===== config.mk =====
export PLATFORM = sky130hd
export DESIGN_NAME = updown_mod_counter
export DESIGN_NICKNAME = d
export VERILOG_FILES = /design/src/rtl/updown_mod_counter.sv
export SDC_FILE = /design/constraint.sdc
export NUM_CORES = 1
export LEC_CHECK = 0
export BUFFER_PORTS_ARGS = -buffer_cell sky130_fd_sc_hd__buf_2
export CORE_MARGIN = 2
export CORE_UTILIZATION = 33
export CTS_CLUSTER_SIZE = 8
export DETAILED_ROUTE_END_ITERATION = 16
export MAX_ROUTING_LAYER = met4
export PLACE_DENSITY = 0.52
export SLEW_MARGIN = 30
export SYNTH_ARGS = -nofsm -noshare
export SYNTH_HDL_FRONTEND = slang
export SYNTH_SLANG_ARGS = --single-unit

===== constraint.sdc =====
create_clock -name CLK -period 6 [get_ports CLK]
set_clock_uncertainty 0.2 [all_clocks]
set_input_delay 1.2 -clock CLK [delete_from_list [all_inputs] [get_ports CLK]]
set_output_delay 1.2 -clock CLK [all_outputs]
set_load 0.05 [all_outputs]

===== src/rtl/updown_mod_counter.sv =====
// Up/down counter with programmable modulus and step, parallel load, wrap-or-saturate
// boundary handling, a registered terminal-count pulse and sticky overflow/underflow flags.
module updown_mod_counter #(
   parameter int unsigned WIDTH = 4,
   parameter int unsigned MAX   = 9,
   parameter int unsigned STEP  = 1,
   parameter bit          SAT   = 1'b0
) (
   input  logic             CLK,
   input  logic             Clear,
   input  logic             EN,
   input  logic             UD,
   input  logic             Load,
   input  logic [WIDTH-1:0] LoadVal,
   input  logic             ClrFlags,
   output logic [WIDTH-1:0] Count,
   output logic             TC,
   output logic             Ovf,
   output logic             Udf
);

   // One extra bit so Count+STEP and Count+MAX+1 never overflow.
   localparam logic [WIDTH:0]   MaxW  = (WIDTH+1)'(MAX);
   localparam logic [WIDTH:0]   StepW = (WIDTH+1)'(STEP);
   localparam logic [WIDTH:0]   ModW  = MaxW + 1'b1;
   localparam logic [WIDTH-1:0] MaxN  = WIDTH'(MAX);
   localparam logic [WIDTH-1:0] StepN = WIDTH'(STEP);

   logic [WIDTH-1:0] count_q, count_d;
   logic             tc_q, tc_d;
   logic             ovf_q, ovf_d;
   logic             udf_q, udf_d;
   logic             set_ovf, set_udf;
   logic [WIDTH:0]   up_sum;

   always_comb begin
      count_d = count_q;
      tc_d    = 1'b0;
      set_ovf = 1'b0;
      set_udf = 1'b0;
      up_sum  = {1'b0, count_q} + StepW;

      if (Load) begin
         count_d = (LoadVal > MaxN) ? MaxN : LoadVal;
      end else if (EN) begin
         if (UD) begin
            if (up_sum <= MaxW) begin
               count_d = up_sum[WIDTH-1:0];
            end else begin
               count_d = SAT ? MaxN : WIDTH'(up_sum - ModW);
               tc_d    = 1'b1;
               set_ovf = 1'b1;
            end
         end else begin
            if (count_q >= StepN) begin
               count_d = count_q - StepN;
            end else begin
               count_d = SAT ? '0 : WIDTH'(({1'b0, count_q} + ModW) - StepW);
               tc_d    = 1'b1;
               set_udf = 1'b1;
            end
         end
      end

      // A flag being set on this edge wins over ClrFlags.
      ovf_d = set_ovf | (ovf_q & ~ClrFlags);
      udf_d = set_udf | (udf_q & ~ClrFlags);
   end

   always_ff @(posedge CLK) begin
      if (!Clear) begin
         count_q <= '0;
         tc_q    <= 1'b0;
         ovf_q   <= 1'b0;
         udf_q   <= 1'b0;
      end else begin
         count_q <= count_d;
         tc_q    <= tc_d;
         ovf_q   <= ovf_d;
         udf_q   <= udf_d;
      end
   end

   assign Count = count_q;
   assign TC    = tc_q;
   assign Ovf   = ovf_q;
   assign Udf   = udf_q;

endmodule


After elaboration in Yosys (flattened, before gate mapping)
Cells that the tools add are included.
{ "word_totals": {"ff_bits": 7, "inputBits": 10, "output_inout_bits": 7, "elab_cells": 36} }
{ "op_classes": {"add_sub_neg": 5, "n_lt_le_gt_ge": 3, "n_mux": 15, "bitwise_logic": 7, "reduce_logical": 2} }
{ "ops": {"columns": ["cell", "count"], "rows": [
  ["$mux 4", 6],
  ["$mux 1", 9],
  ["$sub 4x1->4 const B", 2],
  ["$add 4x1->5 const B", 1],
  ["$le 5x4->1 const B", 1],
  ["$add 4x4->4 const B", 1],
  ["$ge 4x1->1 const B", 1],
  ["$gt 4x4->1 const B", 1],
  ["$sub 4x4->4 const B", 1],
  ["$not 1->1", 3],
  ["$reduce_or 3->1", 1],
  ["$and 1x1->1", 2],
  ["$or 1x1->1", 2],
  ["$reduce_bool 2->1", 1]
]} }

Logic depth before layout (Yosys ltp)
{ "logic_depth": {"word_depth": 7, "mapped_depth": 10, "mapped_depth_nobuf": 9} }

Worst setup path after synthesis
OpenSTA, ideal clock, no wires.
{ "synth_path": {"kind": "register -> register", "from": "register count_q[0], in the netlist Count[0]", "to": "register count_q[2], in the netlist Count[2]", "setup_time_ns": 0.093, "arrival_ns": 2.243, "t_required_ns": 5.707, "slack_ns": 3.464, "stages_incl_launch_ff": 10, "n_path_buf": 1, "synth_period_minus_slack_ns": 2.536, "cell_sequence": "dfxtp_1 > ha_1 > buf_6 > xor2_2 > inv_1 > ha_1 > o31a_1 > o221ai_2 > nand3_2 > o311ai_2"} }
{ "synth_via": {"elab_chain_len": 6, "elab_cells_between_ends": 12, "cone_classes": "add/sub (5); order compare (2); mux (5)"} }
{ "synth_rtl": {"columns": ["element", "line", "rtl"], "rows": [
  ["from (decl)", "29", "logic [WIDTH-1:0] count_q, count_d;"],
  ["from (signal assigned)", "77", "count_q <= count_d;"],
  ["$add 4x4->4 or $add 4x1->5 (tied branches)", "58, 41", null],
  ["$sub 4x1->4 (tied with other cells)", "58", "count_d = SAT ? '0 : WIDTH'(({1'b0, count_q} + ModW) - StepW);"],
  ["$mux 4, on equally long branches", "55, 47", null],
  ["$mux 4 (*)", "46", "if (UD) begin"],
  ["$mux 4 (*)", "45", "end else if (EN) begin"],
  ["$mux 4 (*)", "43", "if (Load) begin"]
]} }
Mark *: on every way between the ends. The rest lies on a longest branch, timed or not. The select of a mux whose other input is x is not followed.
A chain may end at the register's enable or synchronous reset.

Worst setup path after layout
{ "layout_path": {"from": "register count_q[3], in the netlist Count[3]", "to": "output port Count[3]"} }
{ "layout_rtl": {"columns": ["element", "line", "rtl"], "rows": [
  ["to (decl)", "16", "output logic [WIDTH-1:0] Count,"]
]} }
No word-level cell between the ends.

==> results.py <==
metrics = {
    "timing": {
        "drv_slew": 0,
        "slew_headroom_pct": 69.54,
        "worstMarginPinSlew_ns": 0.4528,
        "setup_violations": 0,
        "fmax_ghz": 0.3928,
        "hold_viol_final": 0,
        "rsz0062_at_grt": "no",
        "tns_ns": 0,
        "fin_crit_sh_pct": 42.43,
        "timing.final.crit_period_ns": 2.546,
    },
    "global_routing": {
        "grt_pass1_vias": 617,
        "grt_usage_pct": 15.57,
        "use_met2_pct": 23.38,
        "grt_first_pass_wirelength_um": 2760,
        "use_met3_pct": 3.704,
        "use_met1_pct": 19.88,
        "grt_max_degree": 13,
        "globalRouteOverflowTotal": 0,
        "gr-max-usage-layer": "met2",
        "antenna_found_initial": 0,
    },
    "route": {
        "drc_errors": 0,
        "drtIter0Drc": 5,
        "drtPass1Iterations": 3,
        "viasPerCell": 5.190,
        "antenna_left": 0,
        "totalWireLength_um": 1583,
        "route.vias.total": 654,
        "wl_per_cell_um": 12.56,
    },
    "clocking": {
        "cts-root-buf": "clkbuf_4",
        "cts.path.max_buffers": 2,
        "path_clk_slew_ns": 0.06,
        "clock_sinks": 7,
        "postCtsResizedCells": 0,
        "cts_tree": "yes",
        "clock_latency_ns": 0.27,
        "htreeDepth": 1,
        "post-cts-setup-buffers": 0,
        "postCtsHoldBufs": 0,
        "cts_made_buffers": 3,
    },
    "logic_synthesis": {
        "synth.distinct_cells": 40,
        "synth.cell_area_um2": 651.9,
        "yosys_warnings": 0,
        "synthDominantCellAreaShare_pct": 21.50,
        "synth-edff-count": 0,
        "synthArstFlopShare_pct": 0,
        "synthTopCellsByArea": "dfxtp_1, ha_1, nand3_1",
        "synth-seq-cells": 7,
        "yosys.area.top_type": "dfxtp_1",
        "synthCells": 82,
        "synth_seq_area_share_pct": 21.50,
        "ys.flop_type": "dfxtp_1",
        "synth_nets": 96,
        "syn_avg_cell_area_um2": 7.950,
    },
    "final_layout": {
        "layout_commonest_cell": "buf_2",
        "post-route-util_pct": 40.66,
        "fillers": 224,
        "nets": 114,
        "layout_common_cells": "buf_2, inv_1, dfxtp_1, nand3_1, nand2_1",
        "drive_above_1_share_pct": 25.25,
        "diodes": 0,
        "syn_to_final_growth_pct": 18.62,
    },
    "die": {
        "io_pins": 17,
        "core_um2": 1902,
        "die_h_um": 48.45,
        "chipWidth_um": 48.45,
        "start_util_pct": 34.28,
        "die_area_um2": 2347,
        "num_rows": 16,
    },
    "setup_path": {
        "rrSetupSlack_ns": 3.46,
        "cp-start-kind": "flip-flop",
        "cp_max_fo": 12,
        "rr_endpoint": "Count[2]",
        "path_buf_inv": 1,
        "worst_ep_required_time_ns": 4.60,
        "cp-end-kind": "output pin",
        "r2r_start": "Count[0]",
        "cp_cell_sequence": "buf_2",
        "critPathKind": "reg -> out",
        "slowest_stage": "dfxtp_1",
        "cp_slowest_stage_delay_ns": 0.54,
        "setup.worst_path.start": "Count[3]",
        "rr_worst_depth": 8,
        "cp.arrival_ns": 1.15,
        "path_delay_family": "flip-flops",
    },
    "placement": {
        "dp_hpwl_um": 1223,
        "io_buffers": 16,
        "gp_congestion": 0.8610,
    },
    "power": {
        "pwr_density_cell_nw_per_um2": 215.8,
        "power_uw": 166.8,
        "power_leakage_nw": 0.3140,
        "max-vdd-ir-drop_mv": 0.09910,
    },
    "min_path": {
        "min_to": "Ovf",
        "hold_class": "reg -> reg",
        "hold_depth": 2,
        "min_from": "Ovf",
    },
    "status": {
        "status": "complete, no violations",
    },
    "flow_run": {
        "cap_viol_max_count": 0,
    },
}
[registers in the layout (all words and copies together), names as in the netlist]
register  count
Ovf           1
TC            1
Count         4
Udf           1
[per-layer routing]
layer  wire [µm]  vias to the layer above  part of all wire (%)
met5           0                        -                     0
met4          36                        0                   2.3
met3          53                        5                   3.3
met2         689                       11                    44
met1         804                      296                    51
li1            -                      342                     -
[power by group]
part	total [mW]	switching, mW	internal (mW)
sequential	0.0549	0.00570	0.0492
clock	0.0468	0.0212	0.0256
combinational	0.0652	0.0408	0.0243
[kinds of logic (layout without fill, tap and decap cells)]
kind of cell / after synthesis / in the layout / share of synthesized area, %
simple gates: 28 / 28 / 23.80
fa+ha+maj: 4 / 4 / 7.678
buf+inv: 13 / 30 / 8.637
compound gates: 27 / 27 / 33.21
flops: 7 / 7 / 21.50
xor+xnor: 3 / 3 / 5.184
[how the worst max path moves through the flow]
stage | slack [ns] | cells past startpoint | end
3_3_place_gp | 3.45 | 6 | Count[1]
5_1_grt | 3.28 | 9 | Count[2]
3_5_place_dp | 3.42 | 5 | Count[1]
4_1_cts | 3.45 | 8 | Count[2]
2_1_floorplan | 3.46 | 9 | Count[2]
6_report | 3.45 | 1 | Count[3]
[through the flow]
stage | instances | instance area, µm² | hold slack (ns) | setup slack (ns)
final | 126 | 773.2 | 0.2707 | 3.454
after floorplan | 82 | 651.9 | 0.4790 | 3.464
after CTS | 126 | 773.2 | 0.2759 | 3.452
after detailed placement | 122 | 747.0 | 0.2567 | 3.422
after global routing | 126 | 773.2 | 0.3164 | 3.277
after global placement | 122 | 747.0 | 0.2536 | 3.450
[Yosys cell counts, types with 2 or more instances]
cell / count
nand2_1: 6
nand3_1: 7
dfxtp_1: 7
o32ai_1: 2
a21oi_1: 3
nand2b_1: 2
inv_1: 9
o311a_1: 2
o21a_1: 2
o21ai_0: 4
ha_1: 4
o211ai_1: 2
nor2b_1: 3
nor2_1: 2
clkbuf_1: 2
[final cells by class]
cell class	count	area (µm²)	share of cell area, %
multi-input combinational	62	455.4	58.90
sequential	7	140.1	18.12
timing repair buffer	16	80.08	10.36
inverter	10	37.54	4.854
tap	27	33.78	4.369
clock buffer	4	26.28	3.398
Power figures use the tool's default switching activity.
